File: config.mk
export PLATFORM = sky130hd
export DESIGN_NAME = crc32_frame_check
export DESIGN_NICKNAME = d
export VERILOG_FILES = /design/src/rtl/crc32_frame_check.sv
export SDC_FILE = /design/constraint.sdc
export NUM_CORES = 1
export LEC_CHECK = 0
export ABC_AREA = 1
export CORE_MARGIN = 1.5
export CORE_UTILIZATION = 25
export DETAILED_ROUTE_END_ITERATION = 16
export GPL_TIMING_DRIVEN = 0
export PLACE_DENSITY = 0.51
export SYNTH_ARGS = -nofsm -noshare
export SYNTH_HDL_FRONTEND = slang
export SYNTH_SLANG_ARGS = --single-unit
File: constraint.sdc
create_clock -name clk -period 2.2 [get_ports clk]
set_clock_uncertainty 0.15 [all_clocks]
set_input_delay 0.33 -clock clk [delete_from_list [all_inputs] [get_ports clk]]
set_output_delay 0.33 -clock clk [all_outputs]
set_load 0.03 [all_outputs]
File: src/rtl/crc32_frame_check.sv
// crc32_frame_check
//
// Receive-side CRC-32 checker for a byte stream. Each frame ends with a
// 4-byte FCS, LSB byte first. The block strips the FCS, forwards the payload
// bytes and reports a good/bad status for every frame. There is no
// backpressure. Every output is registered, so a response appears one cycle
// after the byte that caused it.
//
// Parameters
//   POLY       reflected CRC polynomial
//   INIT       CRC seed, loaded at reset and after every frame
//   RESIDUE    register value after data+FCS of a good frame (no final XOR)
//   STRIP_FCS  1: hold back the last 4 bytes of each frame; 0: forward every byte
//   CNT_W      width of the saturating good/bad frame counters
//
// Ports
//   clk         clock, rising edge
//   rst         synchronous active-high reset
//   valid_i     data_i carries a byte this cycle
//   data_i      received byte (frame bytes, then FCS bytes)
//   last_i      marks the final byte of the frame (the last FCS byte)
//   valid_o     data_o carries a payload byte
//   data_o      payload byte
//   last_o      data_o is the last payload byte of the frame
//   done_o      one-cycle pulse: frame status is valid
//   crc_ok_o    CRC residue matched (updated with done_o, held otherwise)
//   len_err_o   frame too short (updated with done_o, held otherwise)
//   good_cnt_o  count of frames with crc_ok, saturating
//   bad_cnt_o   count of frames with a CRC or length error, saturating

module crc32_frame_check #(
    parameter logic [31:0] POLY      = 32'hEDB88320,
    parameter logic [31:0] INIT      = 32'hFFFFFFFF,
    parameter logic [31:0] RESIDUE   = 32'hDEBB20E3,
    parameter bit          STRIP_FCS = 1'b1,
    parameter int unsigned CNT_W     = 16
) (
    input  logic             clk,
    input  logic             rst,
    input  logic             valid_i,
    input  logic [7:0]       data_i,
    input  logic             last_i,
    output logic             valid_o,
    output logic [7:0]       data_o,
    output logic             last_o,
    output logic             done_o,
    output logic             crc_ok_o,
    output logic             len_err_o,
    output logic [CNT_W-1:0] good_cnt_o,
    output logic [CNT_W-1:0] bad_cnt_o
);

    localparam logic [CNT_W-1:0] CntOne = 1;
    localparam logic [CNT_W-1:0] CntMax = '1;

    // Number of frame bytes seen so far, saturating at four. With STRIP_FCS
    // this is also the fill level of the delay buffer.
    typedef enum logic [2:0] {
        StFill0,
        StFill1,
        StFill2,
        StFill3,
        StFill4
    } fill_e;

    fill_e            state_q, state_d;
    logic [31:0]      crc_q, crc_d;
    logic [7:0]       dly_q [4];
    logic [7:0]       dly_d [4];
    logic             valid_q, valid_d;
    logic [7:0]       data_q, data_d;
    logic             last_q, last_d;
    logic             done_q, done_d;
    logic             crc_ok_q, crc_ok_d;
    logic             len_err_q, len_err_d;
    logic [CNT_W-1:0] good_q, good_d;
    logic [CNT_W-1:0] bad_q, bad_d;

    logic [31:0]      crc_upd;
    logic             full;
    logic             short_frame;

    // Advance the CRC by one byte: eight serial steps, LSB first.
    function automatic logic [31:0] crc_byte(input logic [31:0] c_in, input logic [7:0] d_in);
        logic [31:0] c;
        logic [7:0]  d;
        c = c_in;
        d = d_in;
        for (int i = 0; i < 8; i++) begin
            if (c[0] ^ d[0]) begin
                c = (c >> 1) ^ POLY;
            end else begin
                c = c >> 1;
            end
            d = d >> 1;
        end
        return c;
    endfunction

    always_comb begin
        crc_upd = crc_byte(crc_q, data_i);
        full    = (state_q == StFill4);

        // Judged at the last byte, before this byte is counted. With
        // stripping, a frame of four bytes or fewer has no payload. Without
        // stripping, a frame of fewer than four bytes cannot hold an FCS.
        if (STRIP_FCS) begin
            short_frame = !full;
        end else begin
            short_frame = (state_q == StFill0) || (state_q == StFill1) ||
                          (state_q == StFill2);
        end

        state_d   = state_q;
        crc_d     = crc_q;
        dly_d     = dly_q;
        valid_d   = 1'b0;
        data_d    = data_q;
        last_d    = 1'b0;
        done_d    = 1'b0;
        crc_ok_d  = crc_ok_q;
        len_err_d = len_err_q;
        good_d    = good_q;
        bad_d     = bad_q;

        if (valid_i) begin
            crc_d = crc_upd;

            // Shift register: entry 3 holds the oldest byte once the buffer is full.
            dly_d[0] = data_i;
            dly_d[1] = dly_q[0];
            dly_d[2] = dly_q[1];
            dly_d[3] = dly_q[2];

            if (STRIP_FCS) begin
                if (full) begin
                    valid_d = 1'b1;
                    data_d  = dly_q[3];
                    last_d  = last_i;
                end
            end else begin
                valid_d = 1'b1;
                data_d  = data_i;
                last_d  = last_i;
            end

            unique case (state_q)
                StFill0: state_d = StFill1;
                StFill1: state_d = StFill2;
                StFill2: state_d = StFill3;
                StFill3: state_d = StFill4;
                StFill4: state_d = StFill4;
                default: state_d = StFill0;
            endcase

            if (last_i) begin
                state_d   = StFill0;
                crc_d     = INIT;
                done_d    = 1'b1;
                len_err_d = short_frame;
                crc_ok_d  = !short_frame && (crc_upd == RESIDUE);
                if (crc_ok_d) begin
                    if (good_q != CntMax) begin
                        good_d = good_q + CntOne;
                    end
                end else begin
                    if (bad_q != CntMax) begin
                        bad_d = bad_q + CntOne;
                    end
                end
            end
        end
    end

    always_ff @(posedge clk) begin
        if (rst) begin
            state_q   <= StFill0;
            crc_q     <= INIT;
            dly_q     <= '{default: 8'h00};
            valid_q   <= 1'b0;
            data_q    <= 8'h00;
            last_q    <= 1'b0;
            done_q    <= 1'b0;
            crc_ok_q  <= 1'b0;
            len_err_q <= 1'b0;
            good_q    <= '0;
            bad_q     <= '0;
        end else begin
            state_q   <= state_d;
            crc_q     <= crc_d;
            dly_q     <= dly_d;
            valid_q   <= valid_d;
            data_q    <= data_d;
            last_q    <= last_d;
            done_q    <= done_d;
            crc_ok_q  <= crc_ok_d;
            len_err_q <= len_err_d;
            good_q    <= good_d;
            bad_q     <= bad_d;
        end
    end

    assign valid_o    = valid_q;
    assign data_o     = data_q;
    assign last_o     = last_q;
    assign done_o     = done_q;
    assign crc_ok_o   = crc_ok_q;
    assign len_err_o  = len_err_q;
    assign good_cnt_o = good_q;
    assign bad_cnt_o  = bad_q;

endmodule

; ---- Word level (Yosys, flattened, before mapping)
; Cells that the tools add are included.
[word_totals]
inputBits = 12
out_inout_bits = 45
regBits = 112
word_cells = 65
[op_classes]
muxes = 13
n_eq_ne = 7
n_addsub = 2
reduce_logical = 10
n_bitwise = 19
[op_table]
columns = op, count
row1 = 2-to-1 mux 32 bit, 9
row2 = inverter 13 -> 14 bit, 8
row3 = adder 16 x 1 -> 16 bit (second input constant), 2
row4 = == test 32 bit (second input constant), 1
row5 = inequality test 16 bit (second input constant), 2
row6 = one-hot mux 3 bit (4 select lines), 1
row7 = AND reduction 4 bit, 2
row8 = bitwise XOR 1 bit, 8
row9 = == test 3 x 2 -> 1 bit (second input constant), 2
row10 = AND reduction 2 bit, 2
row11 = OR reduction 2 bit, 2
row12 = == test 3 x 1 -> 1 bit (second input constant), 1
row13 = == test 3 bit (second input constant), 1
row14 = logical NOT 3 bit, 1
row15 = 2-to-1 mux 3 bit, 1
row16 = inverter 1 bit, 3
row17 = OR reduction 3 bit, 1
row18 = 2-to-1 mux 1 bit, 2
row19 = logical AND 1 bit, 1
row20 = logical NOT 1 bit, 1

; ---- Logic depth before layout (Yosys ltp)
; Gate-level depths: netlist of the first run.
[logic_depth]
depth_word = 20
ltp_mapped = 21
mapped_depth_nobuf = 21

; ---- Worst setup path after synthesis of the first run
; Ideal clock, no wire load.
[synth_path]
path_kind = register to register
from = register crc_q[1]
to = register bad_q[6], in the netlist bad_cnt_o[6]
required_time_ns = 1.910
arrival_ns = 2.132
stages_incl_launch_ff = 20
setup_slack_ns = -0.222
n_path_buf = 1
period_less_slack_ns = 2.422
setup_time_ns = 0.140
cell_sequence = dfxtp_1 -> inv_2 -> nand2_1 -> nand2_2 -> nand2_2 -> nand2_2 -> inv_2 -> ha_1 -> nand2_1 -> nor2_1 -> nand3_1 -> nor3_1 -> nand2_1 -> nor2_4 -> a21oi_4 -> nand2_4 -> inv_4 -> buf_8 -> nand2_2 -> a21oi_2
[synth_via]
elab_chain_cells = 17
word_cells_on_any_way = 20
cone_classes = eq/ne: 1 / mux: 8 / bitwise: 9 / reduce/logical: 2
[synth_lines]
columns = item, line_no
row1 = "start, declared", 67  ; logic [31:0] crc_q, crc_d;
row2 = "start signal, assigned", 190  ; crc_q <= crc_d;
row3 = 2-to-1 mux 32 bit (*), 90  ; if (c[0] ^ d[0]) begin
row4 = bitwise XOR 1 bit (*), 90
row5 = 2-to-1 mux 32 bit (*), 90
row6 = inverter 13 -> 14 bit (no line) or 2-to-1 mux 32 bit (tied branches), n/a
row7 = 2-to-1 mux 32 bit (*) (2 in series), 90
row8 = inverter 13 -> 14 bit (no line) or 2-to-1 mux 32 bit (tied branches), n/a
row9 = 2-to-1 mux 32 bit (*), 90
row10 = inverter 13 -> 14 bit (no line) or 2-to-1 mux 32 bit (tied branches), n/a
row11 = 2-to-1 mux 32 bit (*), 90
row12 = inverter 13 -> 14 bit (no line) or 2-to-1 mux 32 bit (tied branches), n/a
row13 = 2-to-1 mux 32 bit (*) (2 in series), 90
row14 = == test 32 bit (*), 161  ; crc_ok_d = !short_frame && (crc_upd == RESIDUE);
row15 = logical AND 1 bit (*), 161
row16 = inverter 1 bit (no line) (*), n/a
row17 = AND reduction 4 bit (no line) (*), n/a
row18 = "end signal, assigned", 187  ; bad_q <= '0;
row19 = "end signal, assigned", 199  ; bad_q <= bad_d;
row20 = "end, declared", 77  ; logic [CNT_W-1:0] bad_q, bad_d;
; Every way passes the cells marked *; elsewhere a longest branch is shown, timed or not.
; A chain may end at the register's enable or synchronous reset.

; ---- Worst setup path after layout of the first run
[layout_path]
from = register crc_q[1]
to = register bad_q[10], in the netlist bad_cnt_o[10]
; Same word-level chain as after synthesis.

==> results.md, run 1 <==
* Outcome: finished with violations
* Violated checks: setup timing
* Number of pins exceeding their max-slew limit in the final report at 0
* Synthesized netlist cell count at 1045
* Start-to-end type of the worst setup path: reg -> reg
* Worst slack on hold paths at 257.1 ps
* Synthesized cell area at about 0.0065 mm2
* Minimum clock period at 2576 ps
* Maximum Capacitance Violations at 0
* Post-detailed-route count of antenna-violating nets at 0
* Prevailing post-synth register cell: dfxtp_1
* Tot GR Track Use at 16.87%
* Share of the cycle needed by the critical path after routing at 117.1%
* Number of buffers inserted during clock tree synthesis at 9
* Leakage at slightly below 4 nW
* Routability-driven placement congestion ratio at just under 0.9
* Share of the yosys chip area belonging to registers at 34.44%
* DIE AREA at ~0.027 mm2
* Pre-Repair DR Iteration Count at 5
* Synth warnings at 0
* Standard cell core area at approximately 0.025 mm2
* Die span in y at 164.4 um
* H-Tree Depth at 3
* Post-place setup slack at -1307 ps
* Net count after synthesis at around 1100
* Layout Cell Area excl Fill at 0.008901 mm2
* Final setup vio count at 33
* Final total power at 5.577 mW
* Remaining DRCs at 0
* Number of input and output port buffers inserted at 55
* Final wirelength at 22070 um
* Maximum fanout count along the critical path at 8
* Relative area change from synthesis to final layout at 36.73%
* Final hold violation count at 0
* Flop pwr share at around 39%
* Maximum number of pins on one net before global-route repair at 21
* DP Cell Count at 1430
* Worst Setup Start Kind: flop
* WP data arrival at 2660 ps
* Clock tree from TritonCTS: built
* Setup Total Neg Slack at -9718 ps
* Mean cell area of the mapped netlist at 6.230 um2
* DP HPWL at 15840 um
* Count of different cell masters after synthesis at 36
* Count of vias placed by the detailed router at 6947
* Post-route insts no fill at 1502
* Hold/Removal Path Class: in -> reg
* Number of antenna violations at the first check in global routing at 0
* Vias/cell at 4.625
* Initial drt markers at 427
* Required time of the critical path at 2280 ps
* PD cells at 626.6 mW/mm2
* Net switching component of the power at 2.041 mW
* FF+latch count, synth at 112
* Number of I/O pins at 57
* First-pass GRT wire length at 35230 um
* Capturing element type of the critical path: flop
* CTS max path bufs at 2
* Number of global-route vias before repair at 6672
* Ys async rst share at 0%
* Share of cells above drive strength 1 at 22.87%
* Number of diodes at 0
* Hold bufs inserted after CTS at 0
* Highest attainable clock frequency at 388.2 MHz
* Post-layout net count at 1182
* Headroom to the max-slew limit at 46.14%
* Width of the die at 164.4 um
* Core utilization of the finished layout at 35.04%
* Post-detailed-placement cell area at 0.007515 mm2
* Clock network fraction of total power at 29.9%
* Skew-Pair Late Insertion Delay at around 360 ps
* Post-synth EDFFs at 0
* Worst Slack Setup Final at -376.3 ps
* Total number of clock tree sinks at 112
* Starting density of the core at 25.63%
* Maximum resistive drop on vdd at 444.9 uV
* Transition time at the pin with the least slew margin at between 800 and 900 ps
* Clock transition time at the flip-flop clock pins of the worst setup and hold paths at roughly 80 ps
* Number of placement rows at 58
* Filler Cell Count at 2776
* Internal Dissipation at between 3 and 4 mW
* Routed wirelength normalized by instance count at ~15 um
* Unrepaired setup endpoints after global routing: true
* Master cell of the clock root buffer: clkbuf_16
* Global-route congestion overflow total at 0
* Proportion of power drawn by combinational gates at 30.8%
* Switching part of the total at 36.59%
## worst paths after layout
| kind | slack (ps) | to | cells past startpoint | startpoint |
|---|---|---|---|---|
| max reg2reg | -380 | bad_cnt_o[10] | 19 | crc_q[1] |
| min | 260 | dly_q[27] | 3 | data_i[3] |
| min reg2reg | 320 | data_o[5] | 2 | data_o[5] |
| max | -380 | bad_cnt_o[10] | 19 | crc_q[1] |
## Yosys cell counts (2+ instances only)
master	n	share of area (%)
buf_4	2	0.23
nor2_2	3	0.29
a21oi_1	64	4.9
nand3_2	2	0.31
clkbuf_1	25	1.4
nand3b_1	2	0.23
xor2_1	16	2.2
nor2_1	110	6.3
xnor2_1	6	0.81
nand2_1	366	21
inv_2	11	0.63
ha_1	3	0.58
nand4_1	13	1.2
o21ai_0	63	4.8
dfxtp_1	112	34
buf_6	3	0.52
nor3_1	15	1.2
nand2_4	2	0.35
nand2_2	30	2.9
o211ai_1	8	0.92
nor2_4	4	0.69
a21oi_2	11	1.5
nand3_1	76	5.8
inv_1	83	4.8
nor4_1	4	0.38
## placed cells by master (no fill, tap or decap), types with 36 or more instances in the layout
cell type | netlist | routed
clkdlybuf4s50_1 | 0 | 47
nand2_4 | 2 | 36
nand3_1 | 76 | 61
buf_4 | 2 | 44
inv_1 | 83 | 72
nand2_2 | 30 | 52
nor2_1 | 110 | 101
dfxtp_1 | 112 | 104
o21ai_0 | 63 | 61
a21oi_1 | 64 | 57
nand2_1 | 366 | 308
## state kept, by name, summed over array words and instances, names as in the netlist
name / flops
state_q: 3
dly_q: 32
len_err_o: 1
good_cnt_o: 16
done_o: 1
crc_ok_o: 1
bad_cnt_o: 16
data_o: 8
valid_o: 1
last_o: 1
crc_q: 32
## power groups by stage
stage	registers (mW)	clock network, mW	logic (mW)
after floorplan	2.23	0	0.910
after global placement	2.24	0	1.29
after detailed placement	2.24	0	1.30
after CTS	2.19	1.73	1.61
after global routing	2.21	1.80	1.89
final	2.19	1.67	1.72
## routing by layer
metal	part of all wire, %	global-route usage (%)
met5	0	0
met4	2.2	5.324
met1	47	22.55
met2	46	27.60
met3	4.9	2.913
## cell families after synthesis
kind of cell	synth area share (%)
adder cells (fa/ha/maj)	0.5767
buffers and inverters	8.053
AND/OR/NAND/NOR	41.21
AO/OA/AOI/OAI	12.76
flip-flops	34.44
XOR/XNOR	2.960
## layout make-up
class	count	area, um2	area share, %
Buffer	32	191.4	2.151
Inverter	96	384.1	4.315
Clock inverter	7	65.06	0.7310
Clock buffer	9	225.2	2.530
Tap cell	330	412.9	4.639
Timing Repair Buffer	111	1042	11.71
Sequential cell	112	2255	25.33
Multi-Input combinational cell	805	4325	48.59
## critical path: stages, from the launching register on
cell and delay (ps):
dfxtp_2 360, inv_2 50, nand2_2 70, nand2_4 100
nand2_4 120, nand2_8 70, clkinv_8 70, buf_4 100
nand3_1 120, nand2_2 140, inv_2 50, nor2_1 100
nand2_1 110, nor2_4 230, a21oi_4 110, nand2_4 140
inv_8 70, clkbuf_16 170, nand2_4 50, a21oi_2 40
## timing repair
item                       in CTS  in global routing
cloned                          1                  1
setup buffers                  47                  7
hold endpoints to repair        0                  0
resized for setup             136                 60
pin swaps                      58                 27
setup endpoints to repair      66                 53
No activity file was read; power rests on OpenSTA's default activity.
==> inputs of run 2 (changes only) <==
--- a/config.mk
+++ b/config.mk
@@ -6,7 +6,6 @@
 export NUM_CORES = 1
 export LEC_CHECK = 0
 export ABC_AREA = 1
-export CORE_MARGIN = 1.5
 export CORE_UTILIZATION = 25
 export DETAILED_ROUTE_END_ITERATION = 16
 export GPL_TIMING_DRIVEN = 0
==> results.md, run 2 (synthesized netlist as in run 1, its figures left out) <==
* Maximum number of pins on one net before global-route repair at 19
* Registers with the highest flip-flop counts: crc_q x32, dly_q x32
* Capturing element type of the critical path: flop
* DIE AREA at 0.02669 mm2
* Starting density of the core at about a quarter
* Start-to-end type of the worst setup path: reg -> reg
* Leakage at around 4 nW
* Hold/Removal Path Class: in -> reg
* Initial drt markers at 463
* Setup Total Neg Slack at -10550 ps
* WP data arrival at roughly 2700 ps
* First-pass GRT wire length at 35780 um
* Number of antenna violations at the first check in global routing at 0
* DP HPWL at approximately 16000 um
* Clock transition time at the flip-flop clock pins of the worst setup and hold paths at 80 ps
* Commonest cells after routing, fill and taps aside: 296 x nand2_1, 103 x dfxtp_1, 98 x nor2_1
* Die span in y at 163.4 um
* Width of the die at 163.4 um
* Worst Setup Start Kind: flop
* Maximum fanout count along the critical path at 7
* Most common cell after layout, fill and taps aside: nand2_1
* Standard cell core area at 0.02533 mm2
* Remaining DRCs at 0
* Tot GR Track Use at 17.36%
* Total number of clock tree sinks at 112
* PD cells at 626.1 mW/mm2
* Highest attainable clock frequency at 382.3 MHz
* Cell type group with the largest total delay on the critical path: simple AND/OR/NAND/NOR gates
* Relative area change from synthesis to final layout at 40.21%
* DP Cell Count at 1430
* Master cell of the clock root buffer: clkbuf_16
* Number of global-route vias before repair at 6847
* Number of diodes at 0
* Share of cells above drive strength 1 at 24.36%
* Final hold violation count at 0
* Pre-Repair DR Iteration Count at 6
* Headroom to the max-slew limit at 48.64%
* Delay contributed by the slowest stage of the critical path at roughly 400 ps
* Maximum resistive drop on vdd at 383.4 uV
* Unrepaired setup endpoints after global routing: true
* Minimum clock period at around 2600 ps
* Violated checks: setup timing
* Outcome: finished with violations
* Filler Cell Count at 2701
* Number of buffers inserted during clock tree synthesis at 9
* Number of I/O pins at 57
* Count of vias placed by the detailed router at 7136
* Maximum Capacitance Violations at 0
* Post-detailed-route count of antenna-violating nets at 0
* Hold bufs inserted after CTS at 0
* CTS max path bufs at 2
* Routed wirelength normalized by instance count at 15.19 um
* H-Tree Depth at 3
* Worst Slack Setup Final at -416.1 ps
* Clock tree from TritonCTS: built
* Vias/cell at 4.732
* Standard cell with the maximum stage delay on the critical path: dfxtp_4
* Number of input and output port buffers inserted at 55
* Required time of the critical path at about 2300 ps
* Final wirelength at approximately 23000 um
* Skew-Pair Late Insertion Delay at 360 ps
* Post-layout net count at 1189
* Share of the cycle needed by the critical path after routing at 118.9%
* Final setup vio count at 32
* Routability-driven placement congestion ratio at 0.9156
* Worst slack on hold paths at ~200 ps
* Transition time at the pin with the least slew margin at 770.4 ps
* Number of placement rows at 58
* Post-route insts no fill at 1508
* Number of pins exceeding their max-slew limit in the final report at 0
* Global-route congestion overflow total at 0
* Most frequent cell on the critical path: nand2_4
* Count of buffering cells on the critical path with inverters included at 4
* CP cell instances: inv_4 -> nand2_4 -> nand2_8 -> nand2_4 -> nand2_8 -> buf_12 -> xnor2_2 -> nand3_1 -> nor2_2 -> nand2_2 -> nor2_4 -> a21oi_4 -> nand2_4 -> inv_8 -> clkbuf_16 -> nand2_4 -> a21oi_2
[run 2: area by class of cell]
type / count / area [um2] / area share [%]
multi-input cells: 805 / 4453 / 48.79
flip-flops and latches: 112 / 2261 / 24.77
repair buffers: 118 / 1142 / 12.52
well taps: 330 / 412.9 / 4.524
inverters: 96 / 380.4 / 4.167
clock buffers: 10 / 239.0 / 2.618
plain buffers: 32 / 197.7 / 2.166
clock inverters: 5 / 41.29 / 0.4524
[run 2: path summary, 6_finish.rpt]
path / slack (ps) / start / endpoint / cells after the start
max: -420 / crc_q[0] / bad_cnt_o[5] / 17
min: 200 / data_i[1] / dly_q[25] / 3
max reg2reg: -420 / crc_q[0] / bad_cnt_o[5] / 17
min reg2reg: 320 / data_o[5] / data_o[5] / 2
[run 2: metrics by stage]
stage | util [%] | cell area, um2 | power, mW | setup slack (ps)
2_1_floorplan | - | 6551 | 3.138 | -72.01
3_3_place_gp | 29.67 | 7515 | 3.531 | -1316
3_5_place_dp | 29.67 | 7515 | 3.545 | -1353
4_1_cts | 33.79 | 8557 | 5.506 | -352.9
5_1_grt | 36.04 | 9128 | 6.012 | -537.7
6_report | 36.04 | 9128 | 5.715 | -416.1
[run 2: layer usage]
metal  vias up  GRT usage (%)  part of all wire, %  wire, um
met5         -              0                    0         0
met4         0          7.052                  2.6       585
met3        36          2.514                  4.4      1015
met2       154          28.16                   47     10710
met1      3334          22.92                   46     10600
li1       3612              -                    -         -
[run 2: worst reg2reg max path: cells and delay by family (launching register included)]
family / cells / cell delay, ps
AO/OA/AOI/OAI: 2 / 160
flip-flops: 1 / 400
AND/OR/NAND/NOR: 10 / 1140
buffers and inverters: 4 / 410
XOR/XNOR: 1 / 200
[run 2: timing repair]
action | CTS | global route
setup endpoints to repair | 66 | 53
pin swaps | 46 | 50
setup buffers | 44 | 18
gates resized for setup | 119 | 109
gates cloned | 1 | 2
[run 2: where the power goes]
part	switching (mW)	leakage, nW	internal (mW)	total [mW]
registers	0.0754	0.916	2.12	2.20
clock network	0.817	0.132	0.806	1.62
logic	1.18	2.94	0.710	1.89
total	2.08	3.99	3.64	5.72
==> inputs of run 3 (changes only) <==
--- a/config.mk
+++ b/config.mk
@@ -6,10 +6,11 @@
 export NUM_CORES = 1
 export LEC_CHECK = 0
 export ABC_AREA = 1
-export CORE_UTILIZATION = 25
+export CORE_UTILIZATION = 29
 export DETAILED_ROUTE_END_ITERATION = 16
 export GPL_TIMING_DRIVEN = 0
-export PLACE_DENSITY = 0.51
+export PLACE_DENSITY = 0.56
+export SKIP_LAST_GASP = 1
 export SYNTH_ARGS = -nofsm -noshare
 export SYNTH_HDL_FRONTEND = slang
 export SYNTH_SLANG_ARGS = --single-unit
==> results.md, run 3 (synthesized netlist as in run 1, its figures left out) <==
* Area used by multi-input combinational logic at 0.004568 mm2
* Share of cells above drive strength 1 at 26.60%
* Initial drt markers at 431
* Die span in y at roughly 150 um
* PD cells at 637.3 mW/mm2
* Maximum fanout count along the critical path at 8
* Vias/cell at between 4 and 5
* First-pass GRT wire length at about 34000 um
* Number of buffers inserted during clock tree synthesis at 9
* Headroom to the max-slew limit at 49.18%
* Routed wirelength normalized by instance count at 15.73 um
* Number of pins exceeding their max-slew limit in the final report at 0
* Tot GR Track Use at 18.49%
* Final hold violation count at 0
* DP HPWL at 15100 um
* Maximum number of pins on one net before global-route repair at 20
* Maximum Capacitance Violations at 0
* Number of diodes at 0
* Master cell of the clock root buffer: clkbuf_16
* Highest attainable clock frequency at roughly 380 MHz
* CTS max path bufs at 2
* Remaining DRCs at 0
* Clock transition time at the flip-flop clock pins of the worst setup and hold paths at 80 ps
* Share of the cycle needed by the critical path after routing at 118.2%
* Count of vias placed by the detailed router at 7318
* Number of antenna violations at the first check in global routing at 0
* Number of placement rows at 54
* Outcome: finished with violations
* Required time of the critical path at 2300 ps
* Hold/Removal Path Class: in -> reg
* Global-route congestion overflow total at 0
* Width of the die at 151.8 um
* Routability-driven placement congestion ratio at 0.9098
* Starting density of the core at between 20% and 30%
* Worst Setup Start Kind: flop
* Registers with the highest flip-flop counts: crc_q x32, dly_q x32
* Transition time at the pin with the least slew margin at about 760 ps
* Post-layout net count at 1194
* Final setup vio count at 32
* Final wirelength at ~23000 um
* Core utilization of the finished layout at 42.03%
* Total number of clock tree sinks at 112
* Commonest cells after routing, fill and taps aside: 277 x nand2_1, 103 x dfxtp_1, 95 x nor2_1
* Final total power at 5.864 mW
* Filler Cell Count at 2281
* Minimum clock period at around 2600 ps
* Capturing element type of the critical path: flop
* WP data arrival at ~2700 ps
* H-Tree Depth at 3
* Number of input and output port buffers inserted at between 50 and 60
* Clock tree from TritonCTS: built
* Register area at between 0.002 and 0.0025 mm2
* Standard cell core area at between 0.02 and 0.025 mm2
* Post-place setup slack at -1267 ps
* Worst Slack Setup Final at -400.2 ps
* Most common cell after layout, fill and taps aside: nand2_1
* Relative area change from synthesis to final layout at 41.34%
* Pre-Repair DR Iteration Count at 5
* Number of global-route vias before repair at 6527
* Start-to-end type of the worst setup path: reg -> reg
* Skew-Pair Late Insertion Delay at between 300 and 400 ps
* Leakage at between 3 and 4 nW
* DIE AREA at roughly 0.023 mm2
* Violated checks: setup timing
* Maximum resistive drop on vdd at 356.0 uV
* Post-detailed-route count of antenna-violating nets at 0
* Hold bufs inserted after CTS at 0
* Unrepaired setup endpoints after global routing: true
* Number of I/O pins at 57
## run 3: area by class of cell
type / count / share of cell area, %
inverters: 96 / 4.175
clock buffers: 10 / 2.488
clock inverters: 6 / 0.5847
repair buffers: 123 / 12.67
well taps: 280 / 3.807
plain buffers: 32 / 2.081
flip-flops and latches: 112 / 24.54
multi-input cells: 805 / 49.65
## run 3: what timing repair did
item / CTS / global route
gates cloned: 1 / 3
setup endpoints to repair: 66 / 51
pin swaps: 51 / 39
gates resized for setup: 126 / 128
setup buffers: 33 / 31
## run 3: per-layer routing
layer | vias up | GRT usage (%) | routed length [um]
li1 | 3602 | - | -
met1 | 3399 | 24.50 | 10020
met2 | 251 | 30.41 | 10750
met3 | 66 | 2.824 | 1477
met4 | 0 | 6.524 | 779
met5 | - | 0 | 0
## run 3: worst paths after layout
| kind | endpoint | cells after the start | slack [ps] | from |
|---|---|---|---|---|
| hold reg to reg | data_o[5] | 2 | 320 | data_o[5] |
| setup / recovery | good_cnt_o[12] | 17 | -400 | crc_q[3] |
| setup reg to reg | good_cnt_o[12] | 17 | -400 | crc_q[3] |
| hold / removal | dly_q[25] | 3 | 200 | data_i[1] |
## run 3: where the power goes
group          switching [mW]  total, mW  internal (mW)
registers              0.0738       2.20           2.12
clock network           0.832       1.62          0.787
logic                    1.28       2.05          0.770
total                    2.18       5.86           3.68
## run 3: critical path, stage by stage (launching register included)
cell      delay (ps)
dfxtp_2          370
inv_2             40
nand2_1          100
nand2_4          120
nand2_2          140
nand2_4           90
nand2_1          110
nand3_1          110
nand2_2          130
inv_1            100
nor2_2           120
nand2_2           90
nor2_4           210
nand3_4          120
nor2_4           240
nand3b_1         110
nand2_1           80
nor2_1            50
## run 3: through the flow
stage | setup TNS [ps] | instances | hold WS, ps | area (um2)
after global routing | -14440 | 1464 | 206.6 | 9201
after detailed placement | -69260 | 1380 | 309.7 | 7452
after global placement | -68590 | 1380 | 300.0 | 7452
after floorplan | -1073 | 1045 | 299.5 | 6551
final | -9943 | 1464 | 199.4 | 9201
after CTS | -8534 | 1430 | 261.1 | 8416
==> RTL edit 1 (flow settings as in run 1) <==
Change the parameter `CNT_W` from 16 to 12.
--- a/src/rtl/crc32_frame_check.sv
+++ b/src/rtl/crc32_frame_check.sv
@@ -33,7 +33,7 @@
     parameter logic [31:0] INIT      = 32'hFFFFFFFF,
     parameter logic [31:0] RESIDUE   = 32'hDEBB20E3,
     parameter bit          STRIP_FCS = 1'b1,
-    parameter int unsigned CNT_W     = 16
+    parameter int unsigned CNT_W     = 12
 ) (
     input  logic             clk,
     input  logic             rst,
Interface: changed (resized bad_cnt_o and good_cnt_o); port bits go from 57 to 49. No check against the original RTL was run, so the function may have changed too.
==> RTL edit 1 against run 1 <==
The flow still finishes with violations (setup timing); sequential power shrank 6%; design area shrank 6.8%; routed wire length shrank 4.7%; final cell count shrank 8.4%; critical endpoint is now good_cnt_o[5]$_SDFFE_PP0P_; largest cell class unchanged; core utilization grew 0.39 points; largest power group unchanged; sequential cell count shrank 8; highest routed layer unchanged; clock power shrank 4%; total power shrank 1.8%; synthesized area shrank 8.9%; critical path type unchanged; setup slack gained 0.11 ns.
==> RTL edit 1: results (changes against run 1) <==
Gpl congestion = 0.8792 (-1.2%)
Crit path to = good_cnt_o[5]$_SDFFE_PP0P_
Vias per cell = 4.650 (+0.55%)
Initial antenna violation count = 1 (+1)
Most common library cells after synthesis = nand2_1, nor2_1, dfxtp_1
Nets = 1066 (-9.8%)
Hold Crit Class = input port to flip-flop
CP max stage delay = 0.41 ns (+0.05 ns)
First-pass detailed-route iteration total = 7 (+2)
Post-synthesis mux area share = 0% (unchanged)
Clock Tree Buf Depth = 2 (unchanged)
CP delay by family, top = simple AND/OR/NAND/NOR gates
Post-CTS Resized = 111 (-18%)
GRT Overall Usage = 17.14% (+0.27 points)
Skew-Pair Late Insertion Delay = 0.36 ns (about the same)
Port bufs = 48 (-13%)
Top post-synthesis cells by area = dfxtp_1, nand2_1, nor2_1
Reg2reg path depth = 17 (-2)
Number of global-route vias before repair = 5949 (-11%)
Filler cell count = 2580 (-7.1%)
Status = finished, violations left
Final hold slack = 0.2901 ns (+0.03300 ns)
Syn_nets = 957 (-9.7%)
Top Registers = crc_q x32, dly_q x32
Starting DRC count in detailed routing = 376 (-12%)
Congestion Overflow GR = 0 (unchanged)
First-pass GRT wire length = 32290 um (-8.4%)
Crit path arrival time = 2.58 ns (-0.08 ns)
Largest net degree at the start of global routing = 18 (-14%)
Slew headroom = 57.92% (+12 points)
CP max-delay cell = dfxtp_4
Synth async-reset ratio = 0% (unchanged)
YS warnings = 0 (unchanged)
Final setup vio count = 24 (-27%)
Post-synthesis sequential area ratio = 35.09% (+0.65 points)
Leak Pwr = 3.600 nW (-7.9%)
Maximum vdd drop = 0.0005410 V (+22%)
Post-CTS Setup Inserts = 25 (-47%)
Critical path startpoint = crc_q[0]$_SDFFE_PP1P_
Share of post-route cells with drive strength above 1 = 25.57% (+2.7 points)
Failing checks = setup timing
Setup_tns = -5.759 ns (+3.959 ns)
Synth Area in Adders = 0.6326% (+0.056 points)
End of the worst hold path = dly_q[27]$_SDFFE_PP0P_
Max FO, Critical Path = 7 (-1)
CTS Buf Count = 9 (unchanged)
Reg clk slew, reported paths = 0.08 ns (about the same)
Min-Delay Startpoint = data_i[3]
Min setup slack post-route = -0.2697 ns (+0.1065 ns)
H-Tree Depth = 3 (unchanged)
Xor and xnor area share after synthesis = 2.341% (-0.62 points)
Post-detail-place hpwl = 14270 um (-9.9%)
Unique masters post-synth = 33 (-8.3%)
Post-synthesis compound-gate area fraction = 12.51% (-0.26 points)
Hold Crit Depth = 3 (unchanged)
DRT Wirelength = 21020 um (-4.7%)
[RTL edit 1: area by class of cell]
class	count	area share, %
Clock inverter	5	0.4677
Sequential cell	104	25.38
Tap cell	319	4.813
Antenna cell	1	0.03018
Timing Repair Buffer	96	10.80
Buffer	30	2.082
Clock buffer	11	2.927
Multi-Input combinational cell	721	49.22
Inverter	89	4.285
[RTL edit 1: worst register-to-register path, cell delays in order (launching register included)]
cell	delay [ns]
dfxtp_4	0.41
inv_4	0.06
nand2_4	0.09
nand2_8	0.08
nand2_8	0.11
nand2_8	0.10
nand2_4	0.08
nand2_2	0.09
nand2_2	0.11
nand3_1	0.09
nor2_1	0.15
nand3_1	0.14
nor2_4	0.17
nand3_4	0.18
nor2_4	0.18
nand3_2	0.08
nand2_1	0.07
nor2_1	0.04
[RTL edit 1: per-stage QoR]
| stage | worst slack [ns] | cells | area [um2] | power [W] |
|---|---|---|---|---|
| after detailed placement | -1.079 | 1309 | 6848 | 0.003357 |
| after global placement | -1.050 | 1309 | 6848 | 0.003350 |
| after global routing | -0.4013 | 1375 | 8290 | 0.005748 |
| after CTS | -0.3079 | 1355 | 7731 | 0.005227 |
| final | -0.2697 | 1376 | 8293 | 0.005474 |
| after floorplan | 0.007178 | 942 | 5968 | 0.002962 |
[RTL edit 1: routing by layer]
metal	vias to the layer above	global-route usage [%]	part of all wire [%]
met4	0	4.717	2.1
met3	35	3.442	5.0
met1	2991	22.50	46
met2	136	28.51	47
met5	-	0	0
li1	3237	-	-
[RTL edit 1: power breakdown]
part	internal [W]	switching [W]	leakage (nW)
registers	0.00198	0.0000708	0.852
logic	0.000660	0.00115	2.61
clock network	0.000812	0.000798	0.142
==> RTL edit 2 (config.mk and constraints of run 1) <==
Without the edit above. The 5 values of `fill_e` get a one-hot encoding in 5 bits.
--- a/src/rtl/crc32_frame_check.sv
+++ b/src/rtl/crc32_frame_check.sv
@@ -55,12 +55,12 @@
 
     // Number of frame bytes seen so far, saturating at four. With STRIP_FCS
     // this is also the fill level of the delay buffer.
-    typedef enum logic [2:0] {
-        StFill0,
-        StFill1,
-        StFill2,
-        StFill3,
-        StFill4
+    typedef enum logic [4:0] {
+        StFill0 = 5'b00001,
+        StFill1 = 5'b00010,
+        StFill2 = 5'b00100,
+        StFill3 = 5'b01000,
+        StFill4 = 5'b10000
     } fill_e;
 
     fill_e            state_q, state_d;
Function: same outputs for any inputs over 4 cycles, from zero or initial values and one cycle with rst high; so few cycles prove little.
==> RTL edit 2 against run 1 <==
The run still ends with setup timing left; design area increased by 4.2%; routed wire length increased by 0.68%; setup slack improved by 0.017 ns; core utilization increased by 0.74 points; count of clock-buffer cells in the layout increased by 18; worst hold slack got worse by 0.16 ns; sequential cell count increased by 2; first-iteration DRC count decreased by 10%; synthesized area increased by 0.73%; total power increased by 23%; critical path depth decreased by 1; critical path type unchanged; largest cell class unchanged.
==> RTL edit 2: results (changes against run 1) <==
Status = finished, violations left
Failing checks = setup timing
Dpl cells = 1437 (+0.49%)
Maximum vdd drop = 0.0005498 V (+24%)
Wire length on met2 = 10340 um (+2.9%)
Most common library cells after synthesis = nand2_1, nor2_1, dfxtp_1
Setup_tns = -9.962 ns (-0.2440 ns)
Skew-Pair Late Insertion Delay = 0.42 ns (+0.06 ns)
Slew headroom = 53.95% (+7.8 points)
Largest net degree at the start of global routing = 17 (-19%)
Nets = 1190 (+0.68%)
Share of post-route cells with drive strength above 1 = 23.93% (+1.1 points)
WL met1 = 10340 um (-1.2%)
Vias per cell = 4.660 (+0.76%)
DRT Wirelength = 22220 um (+0.68%)
Post-synthesis sequential area ratio = 34.80% (+0.36 points)
WL met3 = 1018 um (-5.7%)
CP max-delay cell = dfxtp_4
Reg2reg path depth = 18 (-1)
CTS Buf Count = 17 (+8)
Filler cell count = 2749 (-0.97%)
Min setup slack post-route = -0.3592 ns (+0.01705 ns)
Starting DRC count in detailed routing = 383 (-10%)
Met2 GRT Util = 26.85% (-0.75 points)
Vias after detailed routing = 7093 (+2.1%)
Post-detail-place hpwl = 15480 um (-2.3%)
Gpl congestion = 0.8737 (-1.8%)
H-Tree Depth = 4 (+1)
Leak Pwr = 4.140 nW (+5.9%)
Synth Area in Adders = 0.5724% (-0.0042 points)
Number of global-route vias before repair = 6597 (-1.1%)
Post-Syn Instances = 1047 (+0.19%)
Top post-synthesis cells by area = dfxtp_1, nand2_1, nor2_1
Setup WS pre-CTS = -1.147 ns (+0.1599 ns)
Final setup vio count = 33 (unchanged)
CP max stage delay = 0.40 ns (+0.04 ns)
Reg clk slew, reported paths = 0.06 ns (-0.02 ns)
Met3 usage = 3.415% (+0.50 points)
Max FO, Critical Path = 7 (-1)
Xor and xnor area share after synthesis = 2.805% (-0.16 points)
First-pass GRT wire length = 34200 um (-2.9%)
Syn_nets = 1062 (+0.19%)
[RTL edit 2: tightest hold or removal path: stages]
cell and delay (ns):
dlymetal6s2s_1 0.15, inv_2 0.08, a21oi_1 0.06
[RTL edit 2: cells by family after synthesis]
kind of cell               count (synthesis)
and+or+nand+nor                          616
AOI/OAI and AO/OA                        151
buffers and inverters                    142
DFF                                      114
xor gates and xnor gates                  21
adders and majority gates                  3
[RTL edit 2: area by class of cell]
| class | count | area (um2) | area share [%] |
|---|---|---|---|
| clock buffer | 27 | 523.0 | 5.640 |
| buffer | 31 | 181.4 | 1.957 |
| tap | 335 | 419.2 | 4.520 |
| sequential | 114 | 2302 | 24.83 |
| timing repair buffer | 109 | 1039 | 11.20 |
| inverter | 111 | 441.7 | 4.763 |
| clock inverter | 4 | 95.09 | 1.026 |
| multi-input combinational | 791 | 4272 | 46.07 |
[RTL edit 2: report_power, final]
| part | switching, W | internal (W) | leakage [nW] |
|---|---|---|---|
| Combinational | 0.00110 | 0.000611 | 2.90 |
| Sequential | 0.0000753 | 0.00217 | 0.934 |
| Clock | 0.000972 | 0.00196 | 0.304 |
[RTL edit 2: path summary, 6_finish.rpt]
kind	from	end	slack (ns)
worst max-delay path	crc_q[0]$_SDFFE_PP1P_	bad_cnt_o[7]$_SDFFE_PP0P_	-0.36
worst min-delay path	data_i[3]	dly_q[27]$_SDFFE_PP0P_	0.1
worst max register to register	crc_q[0]$_SDFFE_PP1P_	bad_cnt_o[7]$_SDFFE_PP0P_	-0.36
worst min register to register	dly_q[21]$_SDFFE_PP0P_	dly_q[13]$_SDFFE_PP0P_	0.33
[RTL edit 2: repair_timing]
action                     in CTS  in global routing
gates resized for setup        97                 98
pin swaps                      26                 60
cloned                          2                  2
setup endpoints to repair      71                 44
setup buffers                  29                 21
